<file path="config.mk">
export PLATFORM = sky130hd
export DESIGN_NAME = collatz_engine
export DESIGN_NICKNAME = d
export VERILOG_FILES = /design/src/rtl/collatz_pkg.sv /design/src/rtl/collatz_step.sv /design/src/rtl/collatz_engine.sv
export SDC_FILE = /design/constraint.sdc
export NUM_CORES = 1
export LEC_CHECK = 0
export CAP_MARGIN = 0
export CORE_MARGIN = 5
export CORE_UTILIZATION = 40
export CTS_CLUSTER_SIZE = 20
export DETAILED_ROUTE_END_ITERATION = 10
export GPL_ROUTABILITY_DRIVEN = 0
export PLACE_DENSITY = 0.66
export SETUP_SLACK_MARGIN = 0.2
export SYNTH_ARGS = -nofsm -noshare
export SYNTH_HDL_FRONTEND = slang
export SYNTH_HIERARCHICAL = 1
export SYNTH_SLANG_ARGS = --single-unit
</file>
<file path="constraint.sdc">
create_clock -name clk -period 3.55 [get_ports clk]
set_input_delay 0.71 -clock clk [delete_from_list [all_inputs] [get_ports clk]]
set_output_delay 0.71 -clock clk [all_outputs]
set_load 0.05 [all_outputs]
</file>
<file path="src/rtl/collatz_pkg.sv">
// Shared types and defaults for the Collatz engine family.
// Latency: n/a (types and constants only).
// Backpressure: n/a.
package collatz_pkg;

  localparam int unsigned DEF_WIDTH = 16;
  localparam int unsigned DEF_CNT_W = 16;

  typedef enum logic [1:0] {
    IDLE = 2'd0,
    RUN  = 2'd1,
    DONE = 2'd2
  } state_e;

endpackage

</file>
<file path="src/rtl/collatz_step.sv">
// One Collatz iteration: x/2 for even x, 3x+1 for odd x, with overflow detect.
// Latency: purely combinational.
// Backpressure: none. Ports: x (current value) -> nx (next value), ovf (nx needs > WIDTH bits).
module collatz_step
  import collatz_pkg::*;
#(
  parameter int unsigned WIDTH = DEF_WIDTH
) (
  input  logic [WIDTH-1:0] x,
  output logic [WIDTH-1:0] nx,
  output logic             ovf
);

  // Two guard bits are enough: 3*(2**WIDTH-1)+1 < 2**(WIDTH+2).
  logic [WIDTH+1:0] wide;

  always_comb begin
    if (x[0]) begin
      wide = {2'b00, x} + {1'b0, x, 1'b0} + (WIDTH+2)'(1);
    end else begin
      wide = {3'b000, x[WIDTH-1:1]};
    end
  end

  assign ovf = |wide[WIDTH+1:WIDTH];
  assign nx  = wide[WIDTH-1:0];

endmodule

</file>
<file path="src/rtl/collatz_engine.sv">
// Collatz trajectory engine: one iteration per cycle (or per adv in step mode),
// tracking step count and peak, flagging overflow, zero start and step-limit timeout.
// Latency: k iterations to reach 1 -> done pulse k cycles after the start is captured.
// Backpressure: st ignored while busy; step_mode runs advance only on adv.
// Ports: clk/rst, st+co+step_mode start a run, adv steps it; x/steps/peak results,
//        bs busy, done one-cycle pulse, ovf/err_zero/tmo status flags.
module collatz_engine
  import collatz_pkg::*;
#(
  parameter int unsigned WIDTH     = DEF_WIDTH,
  parameter int unsigned CNT_W     = DEF_CNT_W,
  parameter int unsigned MAX_STEPS = 2**CNT_W - 1
) (
  input  logic             clk,
  input  logic             rst,
  input  logic             st,
  input  logic [WIDTH-1:0] co,
  input  logic             step_mode,
  input  logic             adv,
  output logic [WIDTH-1:0] x,
  output logic             bs,
  output logic             done,
  output logic [CNT_W-1:0] steps,
  output logic [WIDTH-1:0] peak,
  output logic             ovf,
  output logic             err_zero,
  output logic             tmo
);

  localparam logic [CNT_W-1:0] MAX_CNT = CNT_W'(MAX_STEPS);

  state_e           state_q;
  logic [WIDTH-1:0] x_q, peak_q;
  logic [CNT_W-1:0] steps_q;
  logic             bs_q, done_q, ovf_q, err_zero_q, tmo_q, step_mode_q;

  logic [WIDTH-1:0] nx_d;
  logic [CNT_W-1:0] steps_d;
  logic             step_ovf;
  logic             iter_en;

  collatz_step #(.WIDTH(WIDTH)) u_step (
    .x   (x_q),
    .nx  (nx_d),
    .ovf (step_ovf)
  );

  assign steps_d = steps_q + CNT_W'(1);
  // Step mode is latched at start so toggling it mid-run cannot change pacing.
  assign iter_en = !step_mode_q || adv;

  always_ff @(posedge clk) begin
    if (rst) begin
      state_q     <= IDLE;
      x_q         <= '0;
      peak_q      <= '0;
      steps_q     <= '0;
      bs_q        <= 1'b0;
      done_q      <= 1'b0;
      ovf_q       <= 1'b0;
      err_zero_q  <= 1'b0;
      tmo_q       <= 1'b0;
      step_mode_q <= 1'b0;
    end else begin
      done_q <= 1'b0;
      case (state_q)
        IDLE, DONE: begin
          if (st) begin
            ovf_q       <= 1'b0;
            tmo_q       <= 1'b0;
            err_zero_q  <= 1'b0;
            steps_q     <= '0;
            step_mode_q <= step_mode;
            x_q         <= co;
            peak_q      <= co;
            if (co == '0) begin
              err_zero_q <= 1'b1;
              state_q    <= DONE;
              done_q     <= 1'b1;
            end else if (co == WIDTH'(1)) begin
              state_q <= DONE;
              done_q  <= 1'b1;
            end else begin
              state_q <= RUN;
              bs_q    <= 1'b1;
            end
          end
        end
        RUN: begin
          if (iter_en) begin
            if (step_ovf) begin
              // x, steps and peak keep their pre-iteration values.
              ovf_q   <= 1'b1;
              state_q <= DONE;
              done_q  <= 1'b1;
              bs_q    <= 1'b0;
            end else begin
              x_q     <= nx_d;
              steps_q <= steps_d;
              if (nx_d > peak_q) peak_q <= nx_d;
              if (nx_d == WIDTH'(1)) begin
                state_q <= DONE;
                done_q  <= 1'b1;
                bs_q    <= 1'b0;
              end else if (steps_d == MAX_CNT) begin
                tmo_q   <= 1'b1;
                state_q <= DONE;
                done_q  <= 1'b1;
                bs_q    <= 1'b0;
              end
            end
          end
        end
        default: begin
          state_q <= IDLE;
          bs_q    <= 1'b0;
        end
      endcase
    end
  end

  assign x        = x_q;
  assign bs       = bs_q;
  assign done     = done_q;
  assign steps    = steps_q;
  assign peak     = peak_q;
  assign ovf      = ovf_q;
  assign err_zero = err_zero_q;
  assign tmo      = tmo_q;

endmodule

</file>
After elaboration in Yosys (flattened, before gate mapping)

Index checks and enable logic that the tools add are counted.
Widths: inputs -> output; s select.

Muxes and demuxes: 47
Magnitude comparators: 1
Eq/ne operators: 15
$add $sub $neg: 3
Reduce and logical (&&, ||, !) cells: 14

Operator list:

| kind                  | count |
|---|---|
| $mux 16               | 9 |
| $pmux 16 s2           | 3 |
| $eq 16x1->1 const B   | 2 |
| $mux 1                | 22 |
| $add 16x17->18        | 1 |
| $add 18x1->18 const B | 1 |
| $mux 18               | 1 |
| $ne 2x2->1 const B    | 9 |
| $add 16x1->16 const B | 1 |
| $eq 16x16->1 const B  | 1 |
| $gt 16x16->1          | 1 |
| $logic_not 16->1      | 1 |
| $mux 2                | 7 |
| $reduce_and 5->1      | 2 |
| $pmux 1 s2            | 4 |
| $reduce_and 4->1      | 2 |
| $reduce_and 6->1      | 1 |
| $ne 4x4->1 const B    | 1 |
| $pmux 2 s2            | 1 |
| $reduce_or 2->1       | 2 |
| $reduce_and 3->1      | 1 |
| $eq 2x1->1 const B    | 1 |
| $eq 2x2->1 const B    | 1 |
| $logic_not 2->1       | 1 |
| 4 further kinds       | 4 |

Bits in registers: 56
Bits of input ports: 21
Output and inout port bits: 53
Logic and storage cells: 90

Logic depth before layout (Yosys ltp)

Gate-level depths: netlist of run 1.

Depth in word-level cells: 8
Depth in mapped cells: 18
Depth with buffers taken out: 15

Hierarchy

Netlist of run 1, hierarchy kept.

By module, submodules not included:

| module         | cells each | area an instance (sq um) | sequential area each (sq um) | times used |
|---|---|---|---|---|
| collatz_engine | 383        | 3188.1                   | 1121.1                       | 1 |
| collatz_step   | 152        | 1077.3                   | 0.0                          | 1 |

Least setup slack after synthesis of run 1

No wires, ideal clock.

Path type: reg2reg
Start: register x_q[0], in the netlist x[0]
End: register peak_q[10], in the netlist peak[10]
Clock period less this slack: 4.301 ns
Cell stages (with the launch flop): 18
Path buffers: 4
Setup time: 0.086 ns
Data required time: 3.464 ns
Data arrival time: 4.215 ns
Path slack: -0.751 ns
Cell sequence: dfxtp_1 > buf_2 > inv_1 > clkbuf_1 > ha_1 > nor3b_2 > a21oi_1 > or3_1 > a311o_1 > o221ai_2 > ha_1 > and4_1 > a311oi_1 > a211oi_2 > or2_1 > buf_2 > buf_4 > a211oi_1

Elaborated cells between the ends (all ways): 12
Those cells by class: add/sub: 2; order compare: 1; eq/ne: 2; mux: 5; reduce/logical: 2

RTL lines:

| item                           | RTL line              | text |
|---|---|---|
| from (decl)                    | collatz_engine.sv:33  | `logic [WIDTH-1:0] x_q, peak_q;` |
| from (signal assigned)         | collatz_engine.sv:74  | `x_q <= co;` |
| from (signal assigned)         | collatz_engine.sv:98  | `x_q <= nx_d;` |
| $add 16x17->18                 | collatz_step.sv:19    | `wide = {2'b00, x} + {1'b0, x, 1'b0} + (WIDTH+2)'(1);` |
| $add 18x1->18                  | collatz_step.sv:19    |  |
| $mux 18 (*)                    | collatz_step.sv:18    | `if (x[0]) begin` |
| net nx_d[13]                   | collatz_engine.sv:37  | `logic [WIDTH-1:0] nx_d;` |
| $gt 16x16->1 (*)               | collatz_engine.sv:100 | `if (nx_d > peak_q) peak_q <= nx_d;` |
| $ne 2x2->1 (no line) (*)       | --                    |  |
| $reduce_and 5->1 (no line) (*) | --                    |  |
| to (signal assigned)           | collatz_engine.sv:75  | `peak_q <= co;` |
| to (signal assigned)           | collatz_engine.sv:100 |  |
| to (decl)                      | collatz_engine.sv:33  |  |

The timed path passes the listed nets; every way through them passes the cells marked *. The select of a mux whose other input is x is not followed.
A chain may end at the register's enable or synchronous reset.

Worst setup path after layout of run 1

Start: register x_q[1], in the netlist x[1]
End: register peak_q[5], in the netlist peak[5]

Elaborated cells between the ends (all ways): 12
Those cells by class: add/sub: 2; order compare: 1; eq/ne: 2; mux: 5; reduce/logical: 2

RTL lines:

| item                       | RTL line |
|---|---|
| $add 16x17->18             | collatz_step.sv:19 |
| $add 18x1->18              | collatz_step.sv:19 |
| $mux 18                    | collatz_step.sv:18 |
| net nx_d[12]               | collatz_engine.sv:37 |
| $gt 16x16->1               | collatz_engine.sv:100 |
| $ne 2x2->1 (no line)       | -- |
| $reduce_and 5->1 (no line) | -- |

The timed path passes the listed nets, and every way through them passes these cells. The select of a mux whose other input is x is not followed.

==> results of run 1 <==
[per-stage QoR]
step                cells  cell area (um2)  utilization [%]  hold slack (ns)  power (uW)
floorplan             535             4380                -           0.4452        2058
global placement      735             5300            51.11           0.4546        2538
detailed placement    735             5300            51.11           0.4510        2583
CTS                   754             5776            55.69           0.4783        3223
global route          764             6048            58.33           0.5095        3534
finish                764             6048            58.33           0.4809        3352
[final cells by class]
cell class	count	share of cell area, %
multi-input cells	415	54.92
repair buffers	121	19.78
flip-flops and latches	56	19.07
well taps	136	2.813
inverters	28	1.820
clock buffers	6	1.365
clock inverters	2	0.2276
[state kept, by name (all words and copies together), names as in the netlist]
| signal | cells |
|---|---|
| step_mode_q | 1 |
| x | 16 |
| ovf | 1 |
| state_q | 2 |
| err_zero | 1 |
| steps | 16 |
| bs | 1 |
| tmo | 1 |
| done | 1 |
| peak | 16 |
[cells in the final DEF (no fill, tap or decap), drive strengths merged, types with 2 or more instances in the layout]
cell,count
xnor2,8
nand3,17
a311oi,6
nor2b,5
o311ai,3
o31ai,2
o21ai,16
ha,36
a21o,6
nor3b,4
nand4b,2
mux2i,17
and3,4
nor4,10
clkbuf,7
buf,48
and2,2
and4,6
a21oi,46
inv,29
nor2,51
clkdlybuf4s50,72
o21bai,3
a41oi,3
mux2,8
a311o,2
o21a,4
xor2,4
nand4,10
o2111ai,4
or3,3
o22ai,2
dfxtp,56
nand2,39
o211ai,4
or2,2
nor3,22
a211oi,38
a31oi,7
nand2b,6
[critical path, stage by stage (launching register included)]
cell and delay (ns):
dfxtp_4 0.41, buf_8 0.14, inv_4 0.04, ha_4 0.14, o211ai_1 0.31, a21oi_2 0.13
nor2_2 0.16, o21bai_1 0.10, xor2_1 0.16, mux2_4 0.30, ha_4 0.27, and4_4 0.23
nand3_2 0.09, or3_4 0.34, a21oi_4 0.14, buf_6 0.13, buf_6 0.10, nor3_1 0.05
a211oi_2 0.21
[routing by layer]
layer | share of wire [%] | track usage (%) | wire [um]
met5 | 0 | 0 | 0
met4 | 2.5 | 7.452 | 350
met3 | 5.7 | 3.155 | 802
met2 | 49 | 35.03 | 6805
met1 | 43 | 26.15 | 6058
[cell usage after synthesis (5+ instances only)]
| cell type | instances | share of area (%) |
|---|---|---|
| dfxtp_1 | 56 | 26 |
| nor2_1 | 51 | 4.5 |
| a21oi_1 | 43 | 5.0 |
| nand2_1 | 38 | 3.3 |
| a211oi_1 | 37 | 6.5 |
| ha_1 | 36 | 11 |
| inv_1 | 28 | 2.5 |
| nor3_1 | 22 | 2.6 |
| clkbuf_1 | 21 | 1.8 |
| mux2i_1 | 17 | 4.0 |
| nand3_1 | 17 | 2.0 |
| o21ai_0 | 14 | 1.6 |
| nand4_1 | 9 | 1.3 |
| nor4_1 | 9 | 1.3 |
| buf_2 | 8 | 0.94 |
| mux2_2 | 8 | 2.1 |
| xnor2_1 | 8 | 1.6 |
| a31oi_1 | 7 | 1.0 |
| a21o_1 | 6 | 1.1 |
| a311oi_1 | 6 | 1.2 |
| and4_1 | 6 | 1.2 |
| nand2b_1 | 6 | 0.88 |
| nor2b_1 | 5 | 0.73 |
[path summary, 6_finish.rpt]
kind	startpoint	end	slack [ns]	cells after the start
hold / removal	step_mode_q$_SDFFE_PP0P_	step_mode_q$_SDFFE_PP0P_	0.48	2
setup reg to reg	x[1]$_SDFFE_PP0P_	peak[5]$_SDFFE_PP0P_	0.006	18
hold reg to reg	step_mode_q$_SDFFE_PP0P_	step_mode_q$_SDFFE_PP0P_	0.48	2
setup / recovery	x[1]$_SDFFE_PP0P_	peak[5]$_SDFFE_PP0P_	0.006	18
[repair_timing]
item / in CTS / in global routing
setup buffers: 10 / 7
pin swaps: 19 / 34
setup endpoints to repair: 33 / 40
gates resized for setup: 57 / 41
gates cloned: 1 / 3
hold buffers: 0 / 0
[logic make-up (layout without fill, tap and decap cells)]
kind of cell | count (synthesis) | after routing | synth area share (%)
and+or+nand+nor | 187 | 187 | 22.73
AOI/OAI and AO/OA | 154 | 154 | 25.17
buffers and inverters | 64 | 157 | 6.219
DFF | 56 | 56 | 26.28
adders and majority gates | 37 | 37 | 11.03
muxes | 25 | 25 | 6.102
xor gates and xnor gates | 12 | 12 | 2.464
[power by group through the flow]
| stage | Clock [uW] | Combinational, uW | Sequential, uW |
|---|---|---|---|
| floorplan | 0 | 883 | 1180 |
| global placement | 0 | 1670 | 864 |
| detailed placement | 0 | 1720 | 867 |
| CTS | 392 | 1970 | 859 |
| global route | 419 | 2230 | 883 |
| finish | 377 | 2110 | 867 |
==> results.txt, run 1 <==
0 antenna diodes ended up in the layout. The number of nets in the synthesized netlist is 593. Per report_power, the sequential group accounts for 25.9% of the total. The most used flip-flop cell after synthesis is dfxtp_1. The min-delay analysis places its worst path in the category register to register. For this block, the via count after detailed routing is 4579.

The die covers 12830 um2. The element type at the critical path end was a register. The logs give 0 for the number of antenna violations at the first check in global routing and 3.78 ns for the arrival time at the worst endpoint. For the maximum ir drop on the vdd rail, the log shows 0.2303 mV. The count of flip-flops with a built-in enable after synthesis is 0, and the number of iterations in the first detailed-routing pass is 6.

In the post-route analysis, the smallest setup slack over all paths is 0.005641 ns. Per report_power, the clock group accounts for 11.3% of the total. After routing, the total negative slack on setup checks comes to 0 ns. Setup repair after global routing could not meet its margin everywhere.

Proportion of power drawn by combinational gates: 62.9%. The Yosys step of the flow raised 6 warnings. Synthesis handed over a netlist of 535 instances. The height of the die works out to 113.3 um.

Summed over all nets, the half-perimeter wirelength after detailed placement is 10070 um. The critical path is of the register to register type. At the placement stage, the worst setup path has a slack of -0.09904 ns. In the final layout, the multi-input gates occupy 3322 um2. Horizontal die dimension: 113.3 um. The max-slew violation count was 0; the port buffer count was 73. Global routing used 20.52% of the available tracks across all layers. STA classifies the critical path startpoint as a register.

The flow ran to the end, and the final reports show no timing, DRC or antenna violations. Max-cap violations in this run came to 0. Fill cell total of the finished layout: 936.

74 I/O pins were placed. The logs give 0 for the remaining design rule violation count and 4265 um2 for the combined area of all synthesized cells. The hold violation count in the final report is 0, and the core area is 10370 um2. After layout, the minimum clock period comes to 3.544 ns. The count of state elements after synthesis is 56.

The maximum clock path buffer count is 2, and the post-route fraction of the period consumed by the critical path is 99.84%. The run gives 34.11% as the headroom to the max-slew limit. After global routing the overflow that remains totals 0. After synthesis, flip-flops and latches occupy 26.28% of the total area. In the final layout, the share of cells above drive strength 1 is 25.32%.

The final layout contains 685 nets. Clock skew on the completed layout was measured at 0.003167 ns. The analysis attributes to cell leakage a power of 0.002191 uW. In the final routed layout, each cell accounts on average for 18.35 um.

The netlist uses 66 different library cells. The maximum number of pins on one net before global-route repair was 42; the number of sinks driven by the clock tree was 56. TritonCTS built the clock tree. For the number of DRC markers in iteration 0, the log shows 313. The logs give 1556 uW for the switching power and 4470 for the via count of the first global-routing pass. Setup violations remaining at the end of the flow were counted as 0. Internal power comes to 1797 uW. For this run, asynchronously set or reset flops after synthesis account for 0%.

After clock tree synthesis, the clock-pin slew on the worst setup and hold paths is 0.10 ns. The fraction of power spent switching nets came out at 46.40%. The routed design has 14020 um of wire. Summing all flip-flop and latch instances after layout gives 1154 um2. For the number of standard-cell rows in the floorplan, the log shows 37. The initial utilization of the core area, before any placement, comes to 41.13%. Relative to the synthesized area, the layout overhead comes to 41.80%. The required time at the worst-slack endpoint came out at 3.78 ns. Static timing analysis puts the maximum clock frequency at 282.1 MHz. A synthesized cell averages 7.973 um2.

For this design the ratio of total power to cell area is 554.3 nW/um2. The tree is rooted in a clkbuf_8. The later pin in the worst-skew pair is clocked with a latency of 0.31 ns. The H-tree was split into 2 levels.

For the CTS buffer count, the log shows 5. The tools report the remaining antenna violation count after routing as 0. Dividing the detail-routed via count by the number of cells gives 5.993.

Along the worst path, the maximum fanout reaches 5. For the wire length of the first global-routing pass, the log shows 21930 um. The slew of the pin with the lowest slew margin was 0.9840 ns.
(Power assumes the default switching activity.)
==> run 2: changes to the inputs <==
Settings changed: CORE_ASPECT_RATIO set to 1.4, CORE_MARGIN 5 to 2.
==> run 2 against run 1 <==
Effect of this change: the flow now finishes with violations (setup timing); wire length decreased by 2.0%; power increased by 3.7%; sequential power decreased by 1%.
==> results.txt, run 2 (synthesis results as in run 1) <==
The flow ran to the end, but the final reports show violations. The checks that failed: setup timing. The maximum number of pins on one net before global-route repair is 35 (-17%), and the accumulated negative setup slack is -1.078 ns (-1.078 ns).

Via count of the first global-routing pass: 4545 (+1.7%). The worst-path maximum fanout came out at 7 (+2). From synthesis to final layout, the design area changed by 42.33%. The required time at the worst-slack endpoint is 3.72 ns (-0.06 ns).

The beginning of the worst register-to-register path is x[1]$_SDFFE_PP0P_. The slew of the pin with the lowest slew margin works out to 1.001 ns (+0.01705 ns). The number of failing setup endpoints in the final timing report was 16 (+16); the clock-pin slew on the worst setup and hold paths was 0.08 ns (-0.02 ns). The post-route fraction of the period consumed by the critical path is 102.3% (+2.5 points), and the horizontal die dimension is 91.28 um (-19%). Utilization after layout: 58.35% (about the same). Overall die area: 11520 um2 (-10%). The time the worst path needs with I/O delays and setup was 3.632 ns (+0.08729 ns). The first element of the critical path is x[1]$_SDFFE_PP0P_. The total congestion overflow was 0 (unchanged); the number of sinks driven by the clock tree was 56 (unchanged). The arrival time at the worst endpoint was 3.80 ns (+0.02 ns). The max-capacitance violation count is 0 (unchanged). The overall fraction of global-route tracks in use was 23.74% (+3.2 points); the maximum clock path buffer count was 2 (unchanged). The I/O pin count came out at 74 (unchanged).

The logs give 1146 um2 (-0.65%) for the sequential standard cell area and 0 (unchanged) for the hold violation count in the final report. The tools report the element type at the critical path end as a register. The number of standard-cell rows in the floorplan is 44 (+19%). The run gives 0 (unchanged) as the remaining antenna violation count after routing.

The tools report the setup slack after layout as -0.08165 ns (-0.08729 ns). The worst setup path is launched from a register. TritonCTS built the clock tree. Via count: 4500 (-1.7%). Leading cell type in the layout, fill and taps excluded: clkdlybuf4s50_1. The starting density of the core is 40.99% (-0.14 points), and the diode insertion count for antenna repair is 0 (unchanged). The headroom to the max-slew limit is 32.96% (-1.1 points), and the number of nets in the finished design is 690 (+0.73%). The worst-skew pair later-pin latency is 0.30 ns (about the same), and the wire length of the first global-routing pass is 22160 um (+1.0%). The number of DRC markers in iteration 0 was 219 (-30%); the placed wire-length estimate was 10280 um (+2.0%). The share of cells above drive strength 1 was 25.28% (-0.042 points); the H-tree depth was 2 (unchanged). The remaining design rule violation count is 0 (unchanged). Setup repair after global routing could not meet its margin everywhere. The leakage power came out at 0.002227 uW (+1.6%). The worst setup path is of the register to register kind. The run gives 5 (-1) as the number of iterations in the first detailed-routing pass.

The tools report the startpoint of the worst hold path as step_mode_q$_SDFFE_PP0P_. The maximum ir drop on the vdd rail was 0.2842 mV (+23%); the max-slew violation count was 0 (unchanged). In the layout the commonest cells are 72 x clkdlybuf4s50_1, 48 x nor2_1, 42 x dfxtp_1. The worst hold path class is register to register.

The root buffer cell chosen for the clock tree is clkbuf_16. The number of antenna violations at the first check in global routing is 0 (unchanged), and the CTS buffer count is 5 (unchanged). The power per unit of standard cell area is 572.5 nW/um2 (+3.3%), and the fill cell total of the finished layout is 904 (-3.4%). The worst setup skew after layout was 0.008253 ns (+0.005086 ns); the combined area of the multi-input logic cells was 3272 um2 (-1.5%). Achievable clock frequency: 275.4 MHz (-2.4%). The port buffer count works out to 73 (unchanged). Core area: 10410 um2 (+0.34%).

The sum of routed wire length over all layers is 13740 um (-2.0%), and the height of the die is 126.2 um (+11%). The wire length per cell after detailed routing works out to 17.82 um (-2.9%). The routed via count divided by cell count came out at 5.837 (-2.6%).
## run 2: cell count changes in the layout (fill, tap and decap cells not counted), sizes merged
cell and delta:
clkbuf -1, inv -1, bufinv +1, buf +6
## run 2: area by class of cell
cell class,instances,area share [%]
timing repair buffer,126,19.64
sequential,56,18.88
tap,138,2.844
multi-input combinational,415,53.90
clock inverter,2,0.6389
clock buffer,6,2.288
inverter,28,1.814
## run 2: power by group
| group | switching [uW] | total [uW] | internal, uW |
|---|---|---|---|
| logic | 1170 | 2020 | 856 |
| clock network | 244 | 598 | 354 |
| registers | 118 | 855 | 737 |
| total | 1530 | 3480 | 1950 |
## run 2: per-layer routing
layer / global-route usage (%) / up-vias / share of wire, %
met5: 0 / - / 0
met4: 10.43 / 0 / 3.4
met3: 3.648 / 36 / 4.1
met2: 44.23 / 139 / 54
met1: 26.32 / 2142 / 39
li1: - / 2183 / -
## run 2: what timing repair did
action                     in CTS  in global routing
hold buffers                    0                  0
setup endpoints to repair      17                 42
cloned                          2                  0
pin swaps                      14                 37
buffers inserted                5                 11
gates resized for setup        41                 48
## run 2: worst max-delay path, cell delays in order (launching register included)
cell	delay (ns)
dfxtp_4	0.40
buf_6	0.11
inv_4	0.03
ha_4	0.14
o211ai_1	0.30
buf_4	0.19
a21oi_4	0.06
nor2_2	0.15
o21bai_1	0.11
xor2_1	0.16
mux2_4	0.31
ha_4	0.27
and4_4	0.23
nand3_4	0.06
or3_4	0.40
a21oi_4	0.18
or2_4	0.19
buf_8	0.13
a211oi_2	0.07
## run 2: path summary, 6_finish.rpt
check | slack (ns) | cells after the start | endpoint
worst max register to register | -0.08 | 18 | peak[11]$_SDFFE_PP0P_
worst max-delay path | -0.08 | 18 | peak[11]$_SDFFE_PP0P_
worst min register to register | 0.47 | 2 | step_mode_q$_SDFFE_PP0P_
worst min-delay path | 0.47 | 2 | step_mode_q$_SDFFE_PP0P_
## run 2: metrics by stage
| step | std cells | instance area, um2 | power, uW | hold WS (ns) | setup slack (ns) |
|---|---|---|---|---|---|
| 5_1_grt | 771 | 6071 | 3673 | 0.4997 | -0.2860 |
| 2_1_floorplan | 535 | 4380 | 2058 | 0.4452 | -0.09671 |
| 6_report | 771 | 6071 | 3475 | 0.4740 | -0.08165 |
| 3_5_place_dp | 745 | 5363 | 2601 | 0.4630 | -0.1396 |
| 3_3_place_gp | 745 | 5363 | 2563 | 0.4550 | -0.05273 |
| 4_1_cts | 760 | 5767 | 3352 | 0.4725 | 0.07239 |
==> run 3: changes to the inputs <==
Settings changed: PLACE_DENSITY 0.66 to 0.69.
==> run 3 against run 2 <==
Effect of this change: the flow still finishes with violations (setup timing); sequential share of layout area shrank 0.056 points; cell area grew 0.52%; combinational power grew 4%; worst hold slack lost 0.0026 ns; sequential power grew 1%; via count grew 2.4%; maximum frequency grew 1.8%; critical path type unchanged.
==> results.txt, run 3 (synthesis results as in run 1) <==
The run finished, with violations left. The checks that failed: setup timing. The starting density of the core was 40.99% (unchanged). The top cell types in the final layout, fill and taps aside, are 72 x clkdlybuf4s50_1, 51 x nor2_1, 42 x dfxtp_1. The total congestion overflow was 0 (unchanged).

The maximum ir drop on the vdd rail was 0.2960 mV (+4.1%); the achievable clock frequency was 280.3 MHz (+1.8%). The worst setup path is of the register to register kind. The tools report the worst-skew pair later-pin latency as 0.30 ns (about the same). Maximum clock path buffer count: 2 (unchanged). The signal on the critical path passes through fa_2, a21o_1, a21oi_2, o211ai_1, a41oi_2, xnor2_1, mux2_4, ha_4, and4_4, nand3_2, or3_4, a21oi_4, or2_4, buf_6, buf_12, a211oi_2. The overall die area was 11520 um2 (unchanged); the number of failing setup endpoints in the final timing report was 9 (-7). The logs give 0 (unchanged) for the number of hold buffers added after cts and -0.1093 ns (+0.9684 ns) for the accumulated negative setup slack. Placed wire-length estimate: 10110 um (-1.6%). The number of buffer and inverter instances along the worst setup path is 2 (-2), and the wire length per cell after detailed routing is 18.10 um (+1.6%). Port buffer count: 73 (unchanged).

The library cell used most frequently in the layout, excluding fill and tap cells, is clkdlybuf4s50_1. The clock-pin slew on the worst setup and hold paths is 0.08 ns (about the same), and the cell count along the critical path is 16 (-2). The run gives 0 (unchanged) as the number of antenna violations at the first check in global routing.

The run gives 768 (-0.39%) as the filler-free cell count of the finished design. Number of nets in the finished design: 687 (-0.43%). The share of cells above drive strength 1 was 24.76% (-0.51 points); the number of sinks driven by the clock tree was 56 (unchanged). The required time at the worst-slack endpoint is 3.70 ns (-0.02 ns), and the via count of the first global-routing pass is 4542 (-0.066%). STA classifies the critical path startpoint as a register. The worst setup skew after layout is 0.008512 ns (+0.0002592 ns), and the CTS buffer count is 5 (unchanged). The maximum single-stage delay on the critical path is 0.40 ns (about the same). The core area was 10410 um2 (unchanged).

Power per unit of standard cell area: 580.1 nW/um2 (+1.3%). The I/O pin count is 74 (unchanged). The tools report the clock tree root driver cell as clkbuf_16. The cell total after placement is 746 (+0.13%), and the post-route fraction of the period consumed by the critical path is 100.5% (-1.8 points). The routed via count divided by cell count works out to 5.997 (+2.8%). The run gives 3.71 ns (-0.09 ns) as the arrival time at the worst endpoint. The hold violation count in the final report came out at 0 (unchanged). The time the worst path needs with I/O delays and setup is 3.568 ns (-0.06405 ns), and the utilization after layout is 58.65% (+0.30 points).

The headroom to the max-slew limit is 33.76% (+0.79 points), and the remaining antenna violation count after routing is 0 (unchanged). The height of the die was 126.2 um (unchanged); the fraction of met1 tracks used by global routing was 25.82% (-0.50 points). The slowest cell on the critical path is fa_2. The max-capacitance violation count came out at 0 (unchanged). The worst hold path stage count came out at 2 (unchanged).

The horizontal die dimension works out to 91.28 um (unchanged). The depth of the most critical reg-to-reg path works out to 16 (-2). The area growth from synthesis to layout is 43.06%.

The tools report the leakage power as 0.002215 uW (-0.53%). For the wire length of the first global-routing pass, the log shows 22050 um (-0.50%). For the max-slew violation count, the log shows 0 (unchanged). The remaining design rule violation count was 0 (unchanged); the via count was 4606 (+2.4%). The worst hold path class is register to register. For the H-tree depth, the log shows 2 (unchanged). The highest-utilization routing layer at the global route stage was met2. For the met2 usage in global routing, the log shows 45.10% (+0.87 points). STA classifies the critical path endpoint as a register. Largest delay contributor family on the critical path: compound AO/OA/AOI/OAI gates.

The diode insertion count for antenna repair was 0 (unchanged); the maximum number of pins on one net before global-route repair was 43 (+23%). For the setup slack after layout, the log shows -0.01760 ns (+0.06405 ns). TritonCTS built the clock tree. Setup repair after global routing could not meet its margin everywhere. The number of DRC markers in iteration 0 is 307 (+40%).

The worst-path maximum fanout came out at 8 (+1). The global routing usage on met3 is 2.990% (-0.66 points), and the number of iterations in the first detailed-routing pass is 5 (unchanged). For the number of standard-cell rows in the floorplan, the log shows 44 (unchanged).

The run gives 23.34% (-0.41 points) as the overall fraction of global-route tracks in use. The slew of the pin with the lowest slew margin is 0.9892 ns (-0.01183 ns), and the sum of routed wire length over all layers is 13900 um (+1.2%).
[run 3: cell count changes in the layout (fill, tap and decap cells not counted), sizes merged]
cell	previous run	this run
buf	54	50
clkinvlp	0	1
[run 3: path summary, 6_finish.rpt]
path / to / slack (ns) / start
worst max-delay path: peak[15]$_SDFFE_PP0P_ / -0.02 / x[2]$_SDFFE_PP0P_
worst min-delay path: step_mode_q$_SDFFE_PP0P_ / 0.47 / step_mode_q$_SDFFE_PP0P_
worst max register to register: peak[15]$_SDFFE_PP0P_ / -0.02 / x[2]$_SDFFE_PP0P_
worst min register to register: step_mode_q$_SDFFE_PP0P_ / 0.47 / step_mode_q$_SDFFE_PP0P_
[run 3: stage by stage]
| step | total power [uW] | setup WS (ns) | hold WS (ns) | area [um2] |
|---|---|---|---|---|
| final | 3540 | -0.01760 | 0.4714 | 6102 |
| after floorplan | 2058 | -0.09671 | 0.4452 | 4380 |
| after CTS | 3420 | 0.006139 | 0.4726 | 5903 |
| after global placement | 2577 | -0.06056 | 0.4561 | 5383 |
| after detailed placement | 2611 | -0.1514 | 0.4628 | 5383 |
| after global routing | 3722 | -0.1553 | 0.5041 | 6102 |
[run 3: where the power goes]
part,internal (uW),leakage [uW],switching (uW)
combinational,912,0.00167,1190
sequential,737,0.000465,129
clock,332,0.0000798,242
[run 3: final cells by class]
class	count	area (um2)
Clock inverter	3	42.54
Tap cell	138	172.7
Inverter	28	107.6
Multi-Input combinational cell	415	3314
Timing Repair Buffer	123	1191
Fill cell	878	4303
Sequential cell	56	1149
Clock buffer	5	125.1
[run 3: what timing repair did]
item	4_1_cts	5_1_grt
resized for setup	55	25
buffers inserted	7	5
setup endpoints to repair	37	43
gates cloned	1	1
pin swaps	24	21
[run 3: worst reg2reg max path, stage by stage, from the launching register on]
cell and delay [ns]:
dfxtp_4 0.38, fa_2 0.41, a21o_1 0.18, a21oi_2 0.17, o211ai_1 0.16, a41oi_2 0.24
xnor2_1 0.10, mux2_4 0.29, ha_4 0.28, and4_4 0.22, nand3_2 0.07, or3_4 0.34
a21oi_4 0.14, or2_4 0.16, buf_6 0.10, buf_12 0.12, a211oi_2 0.06
[run 3: metal layers]
layer  vias up  share of wire (%)
li1       2187                  -
met1      2202                 38
met2       183                 54
met3        34                4.8
met4         0                2.9
met5         -                  0
